## config.mk

```make
export PLATFORM = sky130hd
export DESIGN_NAME = cycle_sequencer
export DESIGN_NICKNAME = d
export VERILOG_FILES = /design/src/rtl/cpu_pkg.sv /design/src/rtl/op_classifier.sv /design/src/rtl/cycle_sequencer.sv
export SDC_FILE = /design/constraint.sdc
export NUM_CORES = 1
export LEC_CHECK = 0
export BUFFER_PORTS_ARGS = -buffer_cell sky130_fd_sc_hd__buf_2
export CORE_ASPECT_RATIO = 1.2
export CORE_MARGIN = 2
export CORE_UTILIZATION = 45
export CTS_CLUSTER_DIAMETER = 100
export DETAILED_ROUTE_END_ITERATION = 8
export PLACE_DENSITY_LB_ADDON = 0.1
export SYNTH_ARGS = -nofsm -noshare
export SYNTH_HDL_FRONTEND = slang
export SYNTH_SLANG_ARGS = --single-unit
```

## constraint.sdc

```tcl
create_clock -name clk -period 3.6 [get_ports clk]
set_clock_uncertainty 0.15 [all_clocks]
set_input_delay 0.72 -clock clk [delete_from_list [all_inputs] [get_ports clk]]
set_output_delay 0.72 -clock clk [all_outputs]
set_load 0.05 [all_outputs]
```

## src/rtl/cpu_pkg.sv

```systemverilog
// Shared encodings for the g2 core control path: opcodes, sequencer states
// and the instruction classes the sequencer cares about.
package cpu_pkg;

  localparam logic [5:0] OP_RTYPE    = 6'b000000;
  localparam logic [5:0] OP_LW       = 6'b100011;
  localparam logic [5:0] OP_SW       = 6'b101011;
  localparam logic [5:0] OP_J        = 6'b000010;
  localparam logic [5:0] OP_JAL      = 6'b000011;
  localparam logic [5:0] OP_BEQ      = 6'b000100;
  localparam logic [5:0] OP_BNE      = 6'b000101;
  localparam logic [5:0] OP_CTRL_X   = 6'b111111;
  localparam logic [5:0] OP_ADDI     = 6'b001000;
  localparam logic [5:0] OP_ANDI     = 6'b001100;
  localparam logic [5:0] OP_ORI      = 6'b001101;
  localparam logic [5:0] OP_SLTI     = 6'b001010;
  localparam logic [5:0] OP_JR_FUNCT = 6'b001000;

  typedef enum logic [2:0] {
    ST_FETCH  = 3'd0,
    ST_DECODE = 3'd1,
    ST_EXEC   = 3'd2,
    ST_MEM    = 3'd3,
    ST_WB     = 3'd4,
    ST_HALT   = 3'd5,
    ST_FAULT  = 3'd6
  } state_t;

  typedef enum logic [2:0] {
    CLS_NOP   = 3'd0,
    CLS_ALU   = 3'd1,
    CLS_LOAD  = 3'd2,
    CLS_STORE = 3'd3,
    CLS_CTRL  = 3'd4,
    CLS_HALT  = 3'd5
  } cls_t;

endpackage

```

## src/rtl/op_classifier.sv

```systemverilog
// Pure combinational opcode/funct -> instruction class. HALT_OP is checked
// first so a configured halt opcode always overrides the normal tables.
module op_classifier
  import cpu_pkg::*;
#(
  parameter logic [5:0] HALT_OP = 6'b111110
) (
  input  logic [5:0] opecode,
  input  logic [5:0] funct,
  output cls_t       cls,
  output logic       link
);

  // Class lookup; anything unrecognised retires as a NOP.
  always_comb begin
    cls = CLS_NOP;
    if (opecode == HALT_OP) begin
      cls = CLS_HALT;
    end else begin
      case (opecode)
        OP_LW:                                   cls = CLS_LOAD;
        OP_SW:                                   cls = CLS_STORE;
        OP_J, OP_JAL, OP_BEQ, OP_BNE, OP_CTRL_X: cls = CLS_CTRL;
        OP_RTYPE: cls = (funct == OP_JR_FUNCT) ? CLS_CTRL : CLS_ALU;
        OP_ADDI, OP_ANDI, OP_ORI, OP_SLTI:       cls = CLS_ALU;
        default:                                 cls = CLS_NOP;
      endcase
    end
    link = (cls == CLS_CTRL) && (opecode == OP_JAL);
  end

endmodule

```

## src/rtl/cycle_sequencer.sv

```systemverilog
// Multi-cycle FETCH/DECODE/EXEC/MEM/WB sequencer. Owns timing only: memory
// handshakes, commit strobes, memory watchdog and retired-instruction count.
// Outputs are combinational decodes of state and acks, forced low in reset.
module cycle_sequencer
  import cpu_pkg::*;
#(
  parameter int         TIMEOUT = 64,
  parameter logic [5:0] HALT_OP = 6'b111110,
  parameter int         CNT_W   = 32
) (
  input  logic             clk,
  input  logic             rst,
  input  logic [5:0]       opecode,
  input  logic [5:0]       funct,
  output logic             imem_req,
  input  logic             imem_ack,
  output logic             ir_load,
  output logic             dmem_req,
  output logic             dmem_we,
  input  logic             dmem_ack,
  output logic             write_pc,
  output logic             write_reg,
  output logic             write_lr,
  output logic             halted,
  output logic             fault,
  output logic [2:0]       state_dbg,
  output logic [CNT_W-1:0] retired
);

  state_t      state, next;
  cls_t        cls;
  logic        link;
  logic [31:0] wait_cnt;
  logic        waiting, acked, expire;

  op_classifier #(.HALT_OP(HALT_OP)) u_cls (
    .opecode (opecode),
    .funct   (funct),
    .cls     (cls),
    .link    (link)
  );

  // Only the ack matching the current request state counts.
  assign waiting = (state == ST_FETCH) || (state == ST_MEM);
  assign acked   = ((state == ST_FETCH) && imem_ack) || ((state == ST_MEM) && dmem_ack);
  // Last permitted wait cycle with no ack; an ack in this cycle wins.
  assign expire  = (TIMEOUT != 0) && waiting && !acked && (wait_cnt == 32'(TIMEOUT - 1));

  assign state_dbg = state;

  // State register.
  always_ff @(posedge clk or posedge rst) begin
    if (rst) state <= ST_FETCH;
    else     state <= next;
  end

  // Watchdog: counts unacknowledged request cycles, zero everywhere else.
  always_ff @(posedge clk or posedge rst) begin
    if (rst)                  wait_cnt <= '0;
    else if (waiting && !acked) wait_cnt <= wait_cnt + 32'd1;
    else                      wait_cnt <= '0;
  end

  // Retired count: one per write_pc pulse, wraps naturally.
  always_ff @(posedge clk or posedge rst) begin
    if (rst)           retired <= '0;
    else if (write_pc) retired <= retired + {{(CNT_W-1){1'b0}}, 1'b1};
  end

  // Next-state and output decode.
  always_comb begin
    next      = state;
    imem_req  = 1'b0;
    ir_load   = 1'b0;
    dmem_req  = 1'b0;
    dmem_we   = 1'b0;
    write_pc  = 1'b0;
    write_reg = 1'b0;
    write_lr  = 1'b0;
    halted    = 1'b0;
    fault     = 1'b0;
    case (state)
      ST_FETCH: begin
        imem_req = 1'b1;
        if (imem_ack) begin
          ir_load = 1'b1;
          next    = ST_DECODE;
        end else if (expire) begin
          next = ST_FAULT;
        end
      end
      ST_DECODE: next = ST_EXEC;
      ST_EXEC: begin
        case (cls)
          CLS_LOAD, CLS_STORE: next = ST_MEM;
          CLS_ALU:             next = ST_WB;
          CLS_HALT:            next = ST_HALT;
          default: begin
            write_pc = 1'b1;
            write_lr = link;
            next     = ST_FETCH;
          end
        endcase
      end
      ST_MEM: begin
        dmem_req = 1'b1;
        dmem_we  = (cls == CLS_STORE);
        if (dmem_ack) begin
          if (cls == CLS_STORE) begin
            write_pc = 1'b1;
            next     = ST_FETCH;
          end else begin
            next = ST_WB;
          end
        end else if (expire) begin
          next = ST_FAULT;
        end
      end
      ST_WB: begin
        write_reg = 1'b1;
        write_pc  = 1'b1;
        next      = ST_FETCH;
      end
      ST_HALT:  halted = 1'b1;
      ST_FAULT: fault  = 1'b1;
      default:  next   = ST_FETCH;
    endcase
    // Reset holds every request and strobe low even though state sits in FETCH.
    if (rst) begin
      imem_req  = 1'b0;
      ir_load   = 1'b0;
      dmem_req  = 1'b0;
      dmem_we   = 1'b0;
      write_pc  = 1'b0;
      write_reg = 1'b0;
      write_lr  = 1'b0;
      halted    = 1'b0;
      fault     = 1'b0;
    end
  end

endmodule
```

==> impl_metrics.yaml <==
sta:
  post-route-min-period_ns: 3.16
  slew_viol_final: 0
  post-route-period-util_pct: 87.7
  hold_viol_final: 0
  slew_headroom_pct: 43.3
  setup_viol: 0
  max_freq_ghz: 0.317
  rsz0062_at_grt: "no"
  tightest_slew_ns: 0.850
  fin_ws_ns: 0.441
cts:
  clk_latency_ns: 0.34
  cts_root_buf: "clkbuf_8"
  cts_hold_buf: 0
  clock_path_buffers: 2
  numCtsBuffers: 9
  ctsResizeCount: 0
  cts_setup_buffers: 0
  cts_tree: "built"
  h-tree-depth: 3
  clk_pin_slew_worst_paths_ns: 0.08
  cts_num_sinks: 67
place:
  hpwl_um: 5180
  placed_cell_area_um2: 3970
  io_buffers: 59
  dp_slack_ns: 0.454
  gp_congestion: 0.743
cells_and_area:
  diodes: 0
  fillers: 735
  syn2layout_area_growth_pct: 17.8
  final_cell_area_um2: 4190
  seq_area_um2: 1680
  multi_input_area_um2: 1780
  layout_common_cells: "dfrtp_1, buf_2, nor2_1"
  drive_above_1_share_pct: 21.1
  utilization_pct: 54.7
  fin_nets: 458
  layout_commonest_cell: "dfrtp_1"
worst_setup_path:
  cp_top_family: "simple AND/OR/NAND/NOR gates"
  crit_path_start: "funct[1]"
  path_buf_inv: 3
  critical_path_required_ns: 2.73
  worstPathCellList: "buf_2 > nor4b_1 > a211oi_2 > nor4_2 > o21ai_2 > inv_2 > buf_2"
  crit_arrival_ns: 2.29
  criticalPathCategory: "in -> out"
  cp-start-kind: "primary input"
  r2r-start: "state_dbg[0]$_DFFE_PP0N_"
  cp_slowest_cell: "nor4b_1"
  crit_path_end_kind: "output pin"
  crit_fanout: 7
  cp_common_cell: "buf_2"
  cp_slowest_stage_delay_ns: 0.48
global_route:
  grt_max_degree: 68
  grt_use_total_pct: 19.2
  grt_pass1_wl_um: 13400
  grt_pass1_vias: 2827
  antenna_found_initial: 0
  overflow: 0
die:
  row_count: 35
  start_util_pct: 46.4
  io_pins: 60
  die_area_um2: 8640
  die_w_um: 85.2
  core_um2: 7660
  fp.dieH_um: 101
logic_synthesis:
  ys_ff_latch: 67
  synth_top_flop_cell: "dfrtp_1"
  synth-edff-count: 0
  ys_types: 45
  synth.net_count: 394
  synthCells: 376
  syn_area_um2: 3560
  synthTopCellsByArea: "dfrtp_1, xor2_1, xnor2_1"
  synth.largest_area_cell: "dfrtp_1"
  synth_top_area_share_pct: 47.1
  yosysSeqAreaShare_pct: 47.1
  ys.warnings.count: 0
  syn_area_per_cell_um2: 9.47
  async_reset_ff_share_pct: 100
drt:
  drt_iter0_markers: 112
  drc_errors: 0
  vias_per_cell: 5.48
  wl_per_cell_um: 14.1
  routed_wirelength_um: 7560
  num_vias: 2945
  firstDrtPassIters: 5
  ant_nets: 0
flow_run:
  drv_cap: 0
min_path:
  hp-class: "reg -> reg"
  min-delay-start: "retired[31]$_DFFE_PP0P_"
status:
  status: "completed"
power:
  power_density_nw_per_um2: 511
  irDropWorstVdd_uv: 247
  leakagePower_nw: 1.87
  power_mw: 2.14
==> per-stage QoR <==
step / TNS (ns) / instances / hold WS, ns
after global placement: 0 / 521 / 0.301
after global routing: 0 / 537 / 0.339
final: 0 / 537 / 0.318
after floorplan: -0.0920 / 376 / 0.326
after CTS: 0 / 537 / 0.321
after detailed placement: 0 / 521 / 0.306
==> logic make-up (layout without fill, tap and decap cells) <==
family	count (synthesis)	after routing	share of synthesized area (%)
DFF	67	67	47.1
buffers and inverters	26	95	3.13
muxes	2	2	0.562
xor gates and xnor gates	57	57	14.0
and+or+nand+nor	198	198	30.1
adders and majority gates	2	2	0.703
AOI/OAI and AO/OA	24	24	4.39
==> power by group <==
group / internal, mW / leakage [nW] / switching, mW
clock: 0.427 / 0.113 / 0.287
sequential: 0.808 / 0.879 / 0.0913
combinational: 0.140 / 0.883 / 0.392
total: 1.37 / 1.87 / 0.770
==> state kept, by name, indices dropped and copies added (netlist names) <==
signal	flops
wait_cnt	32
state_dbg	3
retired	32
==> Yosys cell counts, types with 4 or more instances <==
| master | number |
|---|---|
| dfrtp_1 | 67 |
| nor2_1 | 48 |
| xor2_1 | 35 |
| nand2_1 | 32 |
| nand3_1 | 26 |
| xnor2_1 | 22 |
| nor3_1 | 17 |
| nand4_1 | 15 |
| inv_1 | 14 |
| nor4_1 | 14 |
| and3_1 | 9 |
| a21oi_1 | 8 |
| or3_1 | 8 |
| clkbuf_1 | 6 |
| o21ai_0 | 5 |
| and4_1 | 4 |
==> worst reg2reg max path: cells and delay by family, from the launching register on <==
family / cells / cell delay, ns
xor+xnor: 1 / 0.20
simple gates: 3 / 0.94
buf+inv: 1 / 0.25
compound gates: 2 / 0.43
flops: 1 / 0.47
==> final cells by class <==
cell class / count / share of cell area, %
well taps: 92 / 2.74
clock buffers: 12 / 3.70
inverters: 15 / 1.43
repair buffers: 64 / 7.94
multi-input cells: 283 / 42.5
flip-flops and latches: 67 / 40.0
clock inverters: 4 / 1.73
==> layer usage <==
layer / share of wire [%] / routed length [µm] / up-vias / track usage (%)
li1: - / - / 1438 / -
met1: 44 / 3300 / 1441 / 24.7
met2: 50 / 3790 / 56 / 31.9
met3: 4.3 / 328 / 10 / 3.83
met4: 1.8 / 136 / 0 / 7.69
met5: 0 / 0 / - / 0
==> final timing paths <==
kind	end	slack, ns	cells after the start
max	write_pc	0.44	7
min reg2reg	retired[31]$_DFFE_PP0P_	0.32	1
max reg2reg	retired[29]$_DFFE_PP0P_	1.10	7
max in group asynchronous	wait_cnt[21]$_DFF_PP0_	2.18	3
min in group asynchronous	wait_cnt[1]$_DFF_PP0_	0.54	3
min	retired[31]$_DFFE_PP0P_	0.32	1
Power figures use the tool's default switching activity.
